## src/rtl/display_restador_if.sv

```systemverilog
// Bus between the subtractor side and the display stage: captured operand
// and load strobe in, multiplexed seven-segment drive and sign flag out.
interface display_restador_if;
  logic [2:0] F;
  logic       carga;
  logic [6:0] seg;
  logic [1:0] an;
  logic       neg;

  modport master (
    output F,
    output carga,
    input  seg,
    input  an,
    input  neg
  );

  modport slave (
    input  F,
    input  carga,
    output seg,
    output an,
    output neg
  );
endinterface

```

## src/rtl/display_restador.sv

```systemverilog
// Display stage for the 3-bit subtractor: latches the result on a load
// strobe, splits it into sign and magnitude, and scans both digits of a
// common-anode seven-segment display with a blanking slot between digits.
module display_restador #(
  parameter int DIV = 50000
) (
  input logic               clk,
  input logic               rst,
  display_restador_if.slave bus
);

  localparam int CW = (DIV > 1) ? $clog2(DIV) : 1;
  localparam logic [CW-1:0] TERM = CW'(DIV - 1);

  localparam logic [6:0] SEG_BLANK = 7'b1111111;
  localparam logic [6:0] SEG_DASH  = 7'b0111111;

  typedef enum logic [1:0] {
    DIG0,
    BLK0,
    DIG1,
    BLK1
  } state_t;

  state_t          state;
  state_t          next_state;
  logic [CW-1:0]   presc;
  logic [2:0]      dato;
  logic [2:0]      mag;
  logic [6:0]      mag_code;
  logic [6:0]      sign_code;

  // Capture the subtractor result only when the load strobe is high
  always_ff @(posedge clk or posedge rst) begin
    if (rst) begin
      dato <= 3'b000;
    end else if (bus.carga) begin
      dato <= bus.F;
    end
  end

  // Sign flag follows the captured value one edge later, like the digits
  always_ff @(posedge clk or posedge rst) begin
    if (rst) begin
      bus.neg <= 1'b0;
    end else begin
      bus.neg <= dato[2];
    end
  end

  // Two's complement to sign/magnitude, then to active-low segment patterns
  always_comb begin
    mag       = dato[2] ? (~dato + 3'd1) : dato;
    sign_code = dato[2] ? SEG_DASH : SEG_BLANK;
    case (mag)
      3'd0:    mag_code = 7'b1000000;
      3'd1:    mag_code = 7'b1111001;
      3'd2:    mag_code = 7'b0100100;
      3'd3:    mag_code = 7'b0110000;
      3'd4:    mag_code = 7'b0011001;
      default: mag_code = SEG_BLANK;
    endcase
  end

  // Digit states leave at the prescaler terminal count, blanking slots after one cycle
  always_comb begin
    next_state = state;
    case (state)
      DIG0:    if (presc == TERM) next_state = BLK0;
      BLK0:    next_state = DIG1;
      DIG1:    if (presc == TERM) next_state = BLK1;
      BLK1:    next_state = DIG0;
      default: next_state = DIG0;
    endcase
  end

  // Scan FSM; outputs are loaded from the state being entered so they track it exactly
  always_ff @(posedge clk or posedge rst) begin
    if (rst) begin
      state   <= BLK1;
      presc   <= '0;
      bus.seg <= SEG_BLANK;
      bus.an  <= 2'b11;
    end else begin
      state <= next_state;
      if (next_state != state) begin
        presc <= '0;
      end else begin
        presc <= presc + CW'(1);
      end
      case (next_state)
        DIG0: begin
          bus.an  <= 2'b10;
          bus.seg <= mag_code;
        end
        DIG1: begin
          bus.an  <= 2'b01;
          bus.seg <= sign_code;
        end
        default: begin
          bus.an  <= 2'b11;
          bus.seg <= SEG_BLANK;
        end
      endcase
    end
  end

endmodule

```

## src/flat_wrapper.sv

```systemverilog
// flat-port wrapper written by rule: the top's interface ports become plain ports
module display_restador_flat 
#(
  parameter int DIV = 50000
)
  (clk, rst, bus_F, bus_carga, bus_seg, bus_an, bus_neg);
  display_restador_if bus_i ();
  input logic clk;
  input logic rst;
  input wire logic [$bits(bus_i.F)-1:0] bus_F;
  input wire logic [$bits(bus_i.carga)-1:0] bus_carga;
  output wire logic [$bits(bus_i.seg)-1:0] bus_seg;
  output wire logic [$bits(bus_i.an)-1:0] bus_an;
  output wire logic [$bits(bus_i.neg)-1:0] bus_neg;
  assign bus_i.F = bus_F;
  assign bus_i.carga = bus_carga;
  assign bus_seg = bus_i.seg;
  assign bus_an = bus_i.an;
  assign bus_neg = bus_i.neg;
  display_restador #(.DIV(DIV)) u_core (.clk(clk), .rst(rst), .bus(bus_i));
endmodule
```

## config.mk

```make
export PLATFORM = sky130hd
export DESIGN_NAME = display_restador_flat
export DESIGN_NICKNAME = d
export VERILOG_FILES = /design/src/rtl/display_restador_if.sv /design/src/rtl/display_restador.sv /design/src/flat_wrapper.sv
export SDC_FILE = /design/constraint.sdc
export NUM_CORES = 1
export LEC_CHECK = 0
export CORE_MARGIN = 5
export CORE_UTILIZATION = 45
export CTS_BUF_LIST = sky130_fd_sc_hd__clkbuf_4 sky130_fd_sc_hd__clkbuf_8
export CTS_CLUSTER_DIAMETER = 50
export DETAILED_ROUTE_END_ITERATION = 12
export HOLD_SLACK_MARGIN = 0.05
export PLACE_DENSITY = 0.66
export SLEW_MARGIN = 25
export SYNTH_ARGS = -nofsm -noshare
export SYNTH_HDL_FRONTEND = slang
export SYNTH_SLANG_ARGS = --single-unit
```

## constraint.sdc

```tcl
create_clock -name clk -period 4.6 [get_ports clk]
set_clock_uncertainty 0.1 [all_clocks]
set_input_delay 0.46 -clock clk [delete_from_list [all_inputs] [get_ports clk]]
set_output_delay 0.46 -clock clk [all_outputs]
set_load 0.05 [all_outputs]
```

==> Word-level counts from Yosys, hierarchy flattened <==
Index checks and enable logic that the tools add are counted.
{ "word_totals": {"input_bits": 6, "register_bits": 31, "word_cells": 31, "out_inout_bits": 10} }
{ "classes": {"muxes": 9, "reduce_logical": 3, "eq_ne": 10, "n_addsub": 2, "n_bitwise": 1} }
{ "op_table": {"columns": ["cell", "n"], "rows": [
  ["$pmux 7 s5", 1],
  ["$add 16x1->16 const B", 1],
  ["$eq 16x16->1 const B", 1],
  ["$mux 16", 1],
  ["$pmux 7 s2", 1],
  ["$pmux 2 s4", 1],
  ["$mux 7", 1],
  ["$eq 2x2->1 const B", 3],
  ["$eq 3x2->1 const B", 2],
  ["$logic_not 2->1", 2],
  ["$mux 2", 2],
  ["$pmux 2 s2", 1],
  ["$add 3x1->3 const B", 1],
  ["$eq 3x1->1 const B", 1],
  ["$eq 3x3->1 const B", 1],
  ["$logic_not 3->1", 1],
  ["$mux 3", 1],
  ["$not 3->3", 1],
  ["$eq 2x1->1 const B", 1],
  ["$ne 2x2->1", 1]
]} }

==> Longest topological paths before layout <==
Gate-level depths: netlist of the first run.
{ "logic_depth": {"depth_word": 6, "ltp_mapped": 7, "depth_no_buf": 6} }

==> Least setup slack after synthesis of the first run <==
No wires, ideal clock.
{ "synth_timing": {"kind": "flip-flop to flip-flop", "start": "register u_core.presc[7]", "end": "register u_core.presc[10]", "setup_ns": 0.119, "stages_incl_launch_ff": 6, "path_slack_ns": 2.708, "required_ns": 4.381, "n_path_buf": 1, "synth_period_minus_slack_ns": 1.892, "arrival_time_ns": 1.673, "path_cell_list": "dfrtp_1 -> or4b_1 -> nor4_2 -> a31o_4 -> buf_6 -> nor2_1"} }
{ "synth_between": {"elab_chain_len": 5, "elab_cells_between_ends": 7, "cone_classes": "add/sub: 1; eq/ne: 2; mux: 4"} }
{ "synth_lines": {"columns": ["item", "line", "source"], "rows": [
  ["start: declaration", "display_restador.sv:27", "logic [CW-1:0] presc;"],
  ["start signal: assignment", "display_restador.sv:89", "presc <= presc + CW'(1);"],
  ["$eq 16x16->1", "display_restador.sv:69, display_restador.sv:71", null],
  ["$mux 2, on equally long branches", "display_restador.sv:71, display_restador.sv:69", null],
  ["$pmux 2 s4", "display_restador.sv:68", "case (state)"],
  ["$ne 2x2->1", "display_restador.sv:86", "if (next_state != state) begin"],
  ["$mux 16 (*)", "display_restador.sv:86", null]
]} }
Every way passes the cells marked *; elsewhere a longest branch is shown, timed or not.
A chain may end at the register's enable or synchronous reset.

==> results of run 1 <==
area by class of cell:
| type | instances | area share, % |
|---|---|---|
| sequential | 30 | 45.86 |
| timing repair buffer | 15 | 9.023 |
| clock buffer | 8 | 3.609 |
| tap | 44 | 3.308 |
| multi-input combinational | 90 | 35.71 |
| inverter | 11 | 2.481 |
state kept, by name, indices dropped and copies added, names as in the netlist:
register,cells
u_core.state,2
u_core.bus.an,2
u_core.bus.seg,6
u_core.presc,16
u_core.bus.neg,1
u_core.dato,3
metal layers:
layer / track usage, % / up-vias
met5: 0 / -
met4: 4.569 / 0
met3: 5.272 / 4
met2: 20.45 / 23
met1: 17.58 / 451
li1: - / 484
layout by cell type, fill, tap and decap left out, types with 7 or more instances in the layout:
cell type / netlist / final
dfrtp_1: 20 / 20
dfstp_2: 10 / 10
o21ai_0: 8 / 8
clkbuf_4: 0 / 8
ha_1: 7 / 7
nand2_1: 12 / 12
xnor2_1: 11 / 11
clkdlybuf4s50_1: 0 / 15
inv_1: 11 / 10
nor2_1: 17 / 17
through the flow:
step	std cells	instance area [µm²]	hold slack (ps)	power [µW]	worst slack, ps
5_1_grt	198	1664	439.6	561.6	2330
4_1_cts	198	1664	394.6	542.9	2362
3_3_place_gp	190	1604	371.7	375.1	2615
6_report	198	1664	388.9	535.5	2388
2_1_floorplan	133	1418	330.5	349.6	2708
3_5_place_dp	190	1604	382.0	377.0	2565
report_power, final:
group          leakage (µW)  internal [µW]  switching (µW)
combinational      0.000312           29.3            56.5
clock             0.0000368           78.5            86.2
sequential         0.000361            280            5.31
worst max-delay path by stage:
stage                 startpoint          endpoint  slack, ps  depth (start not counted)
5_1_grt         u_core.bus.an[1]         bus_an[1]       2330                          1
3_3_place_gp     u_core.presc[7]   u_core.presc[2]       2620                          4
4_1_cts        u_core.bus.seg[3]        bus_seg[0]       2360                          1
2_1_floorplan    u_core.presc[7]  u_core.presc[10]       2710                          5
3_5_place_dp     u_core.presc[7]  u_core.presc[14]       2560                          4
6_report       u_core.bus.seg[3]        bus_seg[0]       2390                          1
cells by family after synthesis:
group / after synthesis / synth area share (%)
AND/OR/NAND/NOR: 53 / 19.42
flip-flops: 30 / 53.84
AO/OA/AOI/OAI: 15 / 6.708
XOR/XNOR: 13 / 8.032
buffers and inverters: 13 / 4.237
adder cells (fa/ha/maj): 7 / 6.178
multiplexers: 2 / 1.589
==> impl_metrics.toml, run 1 <==
[timing]
fin_crit_sh_pct = 48.09
post-route-min-period_ps = 2212
maxSlewViolCount = 0
slew_headroom_pct = 59.79
hold_violations = 0
max_clock_freq_mhz = 452.0
worst_pin_slew_ps = 602.2
setup_violations = 0
rsz0062_at_grt = "false"
setup_tns_ps = 0

[cts]
ctsResizeCount = 0
htreeDepth = 2
cts_setup_buffers = 0
ctsHoldBuffers = 0
root_buffer = "clkbuf_4"
cts_tree = "built"
path_clk_slew_ps = 90
clock-sinks = 30
cts_buffers = 5
insertion_delay_ps = 320
max-clock-path-buffers = 2

[worst_setup_path]
cp.arrival_ps = 1650
critical_path_class = "flop to output pin"
reg2reg_depth = 4
critPathCaptureType = "output pin"
crit_chain = "clkdlybuf4s50_1"
crit_family = "buffers and inverters"
startpoint_type = "flop"
reg2reg_slack_ps = 2590
rr_endpoint = "u_core.presc[5]"
reg2reg_from = "u_core.presc[4]"
cp.buffers_inverters = 1
cp.required_ps = 4040
crit_fanout = 2
cp_slowest_stage_delay_ps = 790
slowest_stage = "clkdlybuf4s50_1"

[drt]
antenna_left = 0
post_drt_wl_per_cell_um = 12.47
drcViolationCount = 0
vias = 962
wl_mm = 2.470
drt-pass1-iter-count = 4
vias_per_cell = 4.859
topRoutingLayerUsed = "met4"
first_iter_violations = 28
dr_wl_met2_mm = 1.116
m1WireLength_mm = 1.196
dr_wl_met3_um = 126

[logic_synthesis]
synth_fp_nets = 146
synthCells = 133
syn_area_mm2 = 0.001418
yosysWarnings = 0
ys_types = 29
yosysSeqAreaShare_pct = 53.84
synth_area_leader_cell = "dfrtp_1"
ys_ff_latch = 30
synth_top_area_share_pct = 35.30
async_reset_ff_share_pct = 100.0
yosys.cell_count.top_type = "dfrtp_1"
synth-edff-count = 0
netlist_top_cells_area = "dfrtp_1 35%, dfstp_2 19%, xnor2_1 6.8%"
yosys-top-cells-count = "20 x dfrtp_1, 17 x nor2_1, 12 x nand2_1"
ys.flop_type = "dfrtp_1"
synth.avg_cell_area_um2 = 10.66

[layout]
final_net_count = 166
layout-drive-gt1-share_pct = 18.18
ff_latch_area_um2 = 763.2
multiInputGateArea_um2 = 594.3
area_growth_pct = 17.39
fill_cells = 263
diodes = 0
final_core_util_pct = 54.96

[placement]
io_buffer_count = 15
gp_congestion = 0.7738
place_hpwl_mm = 1.794

[power]
p_per_area_mw_per_mm2 = 321.8
leakagePower_uw = 0.0007098
vdd_drop_max_v = 0.0001963

[global_route]
grt_pass1_vias = 956
grt_overflow = 0
grt_pass1_wl_mm = 4.422
antenna_found_initial = 0
grt.total_usage_pct = 13.52
grt_max_degree = 31

[floorplanning]
die_width_um = 66.13
coreArea_mm2 = 0.003028
rows = 20
die-area_mm2 = 0.004373
ioPinCount = 16
initial_core_util_pct = 46.82
die_h_um = 66.13

[hold_path]
hold_depth = 1
min_from = "u_core.presc[0]"
min_to = "u_core.presc[0]"
hold_class = "flop to flop"

[status]
outcome = "completed"

[run]
maxCapViolCount = 0
Note: power is estimated with default switching activity, not from simulation.
==> run 2, diff against run 1 <==
==> constraint.sdc (replaced) <==
create_clock -name clk -period 2.05 [get_ports clk]
set_clock_uncertainty 0.1 [all_clocks]
set_input_delay 0.205 -clock clk [delete_from_list [all_inputs] [get_ports clk]]
set_output_delay 0.205 -clock clk [all_outputs]
set_load 0.05 [all_outputs]
==> run 2 against run 1 <==
Routed wire length down 3.0%. Hold slack worse by 220 ps. Combinational power up 130%. Sequential share of layout area down 0.68 points. Non-clock buffer count up 1. Die area unchanged. Clock power up 120%. Worst setup slack worse by 2300 ps. Critical path depth unchanged. Sequential power up 120%.
==> impl_metrics.toml, run 2 (synthesized netlist as in run 1, its figures left out) <==
[layout]
top_register = "u_core.presc"
final_area_mm2 = 0.001689
top_regs = "u_core.presc (16), u_core.bus.seg (6), u_core.dato (3)"
layout.cells.non_filler = 199
layout_common_cells = "20 x dfrtp_1, 17 x nor2_1, 15 x clkdlybuf4s50_1, 12 x nand2_1"
final_net_count = 167
mostFrequentLayoutCell = "dfrtp_1"
layout-drive-gt1-share_pct = 19.35
largest_reg_flops = 16
area_growth_pct = 19.15
diodes = 0

[timing]
hold_violations = 0
whs_ps = 166.1
fin_crit_sh_pct = 95.48
setup_violations = 0
max_clock_freq_mhz = 510.9
setup_tns_ps = 0
rsz0062_at_grt = "false"
post-route-min-period_ps = 1957
slew_headroom_pct = 66.09
maxSlewViolCount = 0
worst_pin_slew_ps = 507.1

[power]
p_int_uw = 870.6
vdd_drop_max_v = 0.0004460
comb_power_share_pct = 16.2
p_sw_share_pct = 27.27
leakagePower_uw = 0.0007328
p_per_area_mw_per_mm2 = 708.6
p_clk_share_pct = 30.4
power_uw = 1197
power.share.sequential_pct = 53.4
p_switching_uw = 326.4

[floorplanning]
ioPinCount = 16
rows = 20
coreArea_mm2 = 0.003028
die_width_um = 66.13
initial_core_util_pct = 46.82
die-area_mm2 = 0.004373
die_h_um = 66.13

[placement]
io_buffer_count = 15
post_dp_cell_area_mm2 = 0.001612
placed_cells = 191
place_hpwl_mm = 1.753
gp_congestion = 0.7557

[worst_setup_path]
critPathCaptureType = "output pin"
crit_fanout = 2
crit_family = "buffers and inverters"
startpoint_type = "flop"
cp.buffers_inverters = 1
critical_path_class = "flop to output pin"
crit_chain = "clkdlybuf4s50_1"
cp.required_ps = 1750
reg2reg_slack_ps = 130
cp.arrival_ps = 1650
cp_slowest_stage_delay_ps = 790
slowest_stage = "clkdlybuf4s50_1"

[global_route]
grt.total_usage_pct = 13.17
grt_max_degree = 31
grt_pass1_wl_mm = 4.243
grt_overflow = 0
grt_pass1_vias = 966
antenna_found_initial = 0

[drt]
vias = 970
vias_per_cell = 4.874
post_drt_wl_per_cell_um = 12.04
first_iter_violations = 17
drt-pass1-iter-count = 4
wl_mm = 2.396
drcViolationCount = 0
antenna_left = 0

[cts]
max-clock-path-buffers = 2
cts_tree = "built"
htreeDepth = 2
insertion_delay_ps = 320
cts_setup_buffers = 0
cts_buffers = 5
clock-sinks = 30
path_clk_slew_ps = 90
ctsHoldBuffers = 0
root_buffer = "clkbuf_4"

[hold_path]
hold_class = "input pin to async pin"

[run]
maxCapViolCount = 0

[status]
outcome = "completed"
run 2: layer usage:
layer | global-route usage [%] | routed length (µm) | vias to the layer above | share of wire, %
met5 | 0 | 0 | - | 0
met4 | 7.614 | 60 | 0 | 2.5
met3 | 4.592 | 77 | 7 | 3.2
met2 | 20.32 | 1104 | 14 | 46
met1 | 15.78 | 1153 | 464 | 48
li1 | - | - | 485 | -
run 2: repair_timing:
item,in CTS,in global routing
endpoints found under the setup margin,0,18
gates resized for setup,0,3
hold endpoints to repair,0,0
run 2: layout make-up:
type | instances | area, µm²
fill | 276 | 1339
sequential | 30 | 763.2
multi-input combinational | 90 | 611.8
timing repair buffer | 16 | 157.7
clock buffer | 8 | 60.06
tap | 44 | 55.05
inverter | 11 | 41.29
run 2: final timing paths:
kind | start | endpoint | cells past startpoint
min | rst | u_core.presc[4] | 3
min in group clk | bus_F[1] | u_core.dato[1] | 3
max reg2reg | u_core.presc[13] | u_core.presc[11] | 4
max in group asynchronous | rst | u_core.state[1] | 3
min reg2reg | u_core.dato[0] | u_core.bus.seg[4] | 2
max | u_core.bus.seg[3] | bus_seg[0] | 1
run 2: power by group through the flow:
stage,clock (µW),sequential [µW],combinational [µW]
after global placement,0,650,193
after CTS,380,640,197
after global routing,412,644,207
after detailed placement,0,651,196
final,364,639,194
after floorplan,0,721,63.5
run 2: metrics by stage:
step / worst slack (ps) / util [%]
CTS: 60.28 / 55.21
floorplan: 157.9 / -
detailed placement: 67.13 / 53.22
finish: 92.64 / 55.79
global route: 25.01 / 55.79
global placement: 59.87 / 53.22
==> run 3, diff against run 2 <==
--- a/config.mk
+++ b/config.mk
@@ -7,7 +7,6 @@
 export LEC_CHECK = 0
 export CORE_MARGIN = 5
 export CORE_UTILIZATION = 45
-export CTS_BUF_LIST = sky130_fd_sc_hd__clkbuf_4 sky130_fd_sc_hd__clkbuf_8
 export CTS_CLUSTER_DIAMETER = 50
 export DETAILED_ROUTE_END_ITERATION = 12
 export HOLD_SLACK_MARGIN = 0.05
==> run 3 against run 2 <==
First-iteration DRC count increased by 5.9%. Non-clock buffer count unchanged. Hold slack improved by 2.6 ps. Sequential share of layout area increased by 0.30 points. Count of clock-buffer cells in the layout unchanged. Critical path type unchanged. Critical endpoint unchanged. Highest routed layer unchanged. Routed wire length decreased by 0.54%. Register-to-register slack about the same.
==> impl_metrics.toml, run 3 (synthesized netlist as in run 1, its figures left out) <==
[drt]
vias_per_cell = 4.859
drt-pass1-iter-count = 4
antenna_left = 0
post_drt_wl_per_cell_um = 11.97
vias = 967
drcViolationCount = 0
wl_mm = 2.383
first_iter_violations = 18

[worst_setup_path]
crit_fanout = 2
cp_slowest_stage_delay_ps = 790
crit_family = "buffers and inverters"
critical_path_class = "flop to output pin"
cp.buffers_inverters = 1
cp.required_ps = 1750
startpoint_type = "flop"
slowest_stage = "clkdlybuf4s50_1"
crit_chain = "clkdlybuf4s50_1"
startpoint = "u_core.bus.seg[3]"
reg2reg_from = "u_core.presc[13]"
cp.arrival_ps = 1650
critPathCaptureType = "output pin"

[timing]
max_clock_freq_mhz = 512.4
fin_crit_sh_pct = 95.21
post-route-min-period_ps = 1952
rsz0062_at_grt = "false"
worst_pin_slew_ps = 507.1
slew_headroom_pct = 66.09
setup_violations = 0
maxSlewViolCount = 0
setup_tns_ps = 0
hold_violations = 0

[placement]
post_dp_cell_area_mm2 = 0.001612
placed_cells = 191
io_buffer_count = 15
gp_congestion = 0.7557
place_hpwl_mm = 1.753

[floorplanning]
rows = 20
ioPinCount = 16
die_width_um = 66.13
initial_core_util_pct = 46.82
die_h_um = 66.13
coreArea_mm2 = 0.003028
die-area_mm2 = 0.004373

[layout]
area_growth_pct = 18.36
top_register = "u_core.presc"
diodes = 0
final_area_mm2 = 0.001678
top_regs = "u_core.presc (16), u_core.bus.seg (6), u_core.dato (3)"
layout_common_cells = "20 x dfrtp_1, 17 x nor2_1, 15 x clkdlybuf4s50_1, 12 x nand2_1"
final_net_count = 167
layout-drive-gt1-share_pct = 17.42
layout.cells.non_filler = 199
largest_reg_flops = 16
mostFrequentLayoutCell = "dfrtp_1"

[run]
maxCapViolCount = 0

[cts]
cts_setup_buffers = 0
cts_buffers = 5
max-clock-path-buffers = 2
cts_tree = "built"
path_clk_slew_ps = 90
root_buffer = "clkbuf_4"
ctsHoldBuffers = 0
htreeDepth = 2
clock-sinks = 30
insertion_delay_ps = 320

[power]
p_sw_share_pct = 28.02
p_clk_share_pct = 27.8
p_per_area_mw_per_mm2 = 688.0
power.share.sequential_pct = 55.4
comb_power_share_pct = 16.8
p_switching_uw = 323.4
vdd_drop_max_v = 0.0004652
p_int_uw = 830.9
leakagePower_uw = 0.0007225

[global_route]
grt_overflow = 0
grt_pass1_wl_mm = 4.229
grt.total_usage_pct = 13.14
grt_max_degree = 31
antenna_found_initial = 0
grt_pass1_vias = 964

[status]
outcome = "completed"

[hold_path]
hold_class = "input pin to async pin"
==> run 3: changes by cell type in the layout (fill, tap and decap cells not counted) <==
cell      before  now
clkbuf_1       0    3
clkbuf_4       8    5
==> run 3: power groups by stage <==
| stage | clock, µW | sequential, µW | combinational [µW] |
|---|---|---|---|
| after floorplan | 0 | 721 | 63.5 |
| after global placement | 0 | 650 | 193 |
| after detailed placement | 0 | 651 | 196 |
| after CTS | 337 | 640 | 197 |
| after global routing | 372 | 644 | 207 |
| final | 321 | 639 | 194 |
==> run 3: metal layers <==
metal | GRT usage [%] | up-vias | wire length, µm
li1 | - | 486 | -
met1 | 15.78 | 461 | 1154
met2 | 20.20 | 14 | 1100
met3 | 4.592 | 6 | 77
met4 | 7.614 | 0 | 50
met5 | 0 | - | 0
==> run 3: worst paths after layout <==
path                                      to  slack (ps)  cells after the start
hold reg to reg            u_core.bus.seg[4]         400                      2
max in group asynchronous   u_core.bus.an[1]        1380                      3
setup / recovery                  bus_seg[0]         100                      1
min in group clk              u_core.dato[1]         340                      3
setup reg to reg            u_core.presc[11]         130                      4
hold / removal                u_core.bus.neg         170                      3
==> run 3: repair_timing <==
| item | in CTS | in global routing |
|---|---|---|
| resized for setup | 0 | 3 |
| setup endpoints to repair | 0 | 18 |
| endpoints found under the hold margin | 0 | 0 |
==> run 3: area by class of cell <==
cell class / count / area (µm²)
clock buffer: 8 / 48.80
tap: 44 / 55.05
multi-input combinational: 90 / 611.8
timing repair buffer: 16 / 157.7
inverter: 11 / 41.29
fill: 279 / 1350
sequential: 30 / 763.2
==> run 3: through the flow <==
step / setup slack, ps / power [µW] / hold WS (ps) / util, %
5_1_grt: 25.21 / 1222 / 195.4 / 55.41
3_5_place_dp: 67.13 / 847.4 / 378.1 / 53.22
6_report: 98.23 / 1154 / 168.8 / 55.41
2_1_floorplan: 157.9 / 784.5 / 188.4 / -
4_1_cts: 62.26 / 1174 / 176.7 / 54.83
3_3_place_gp: 59.87 / 843.1 / 370.2 / 53.22
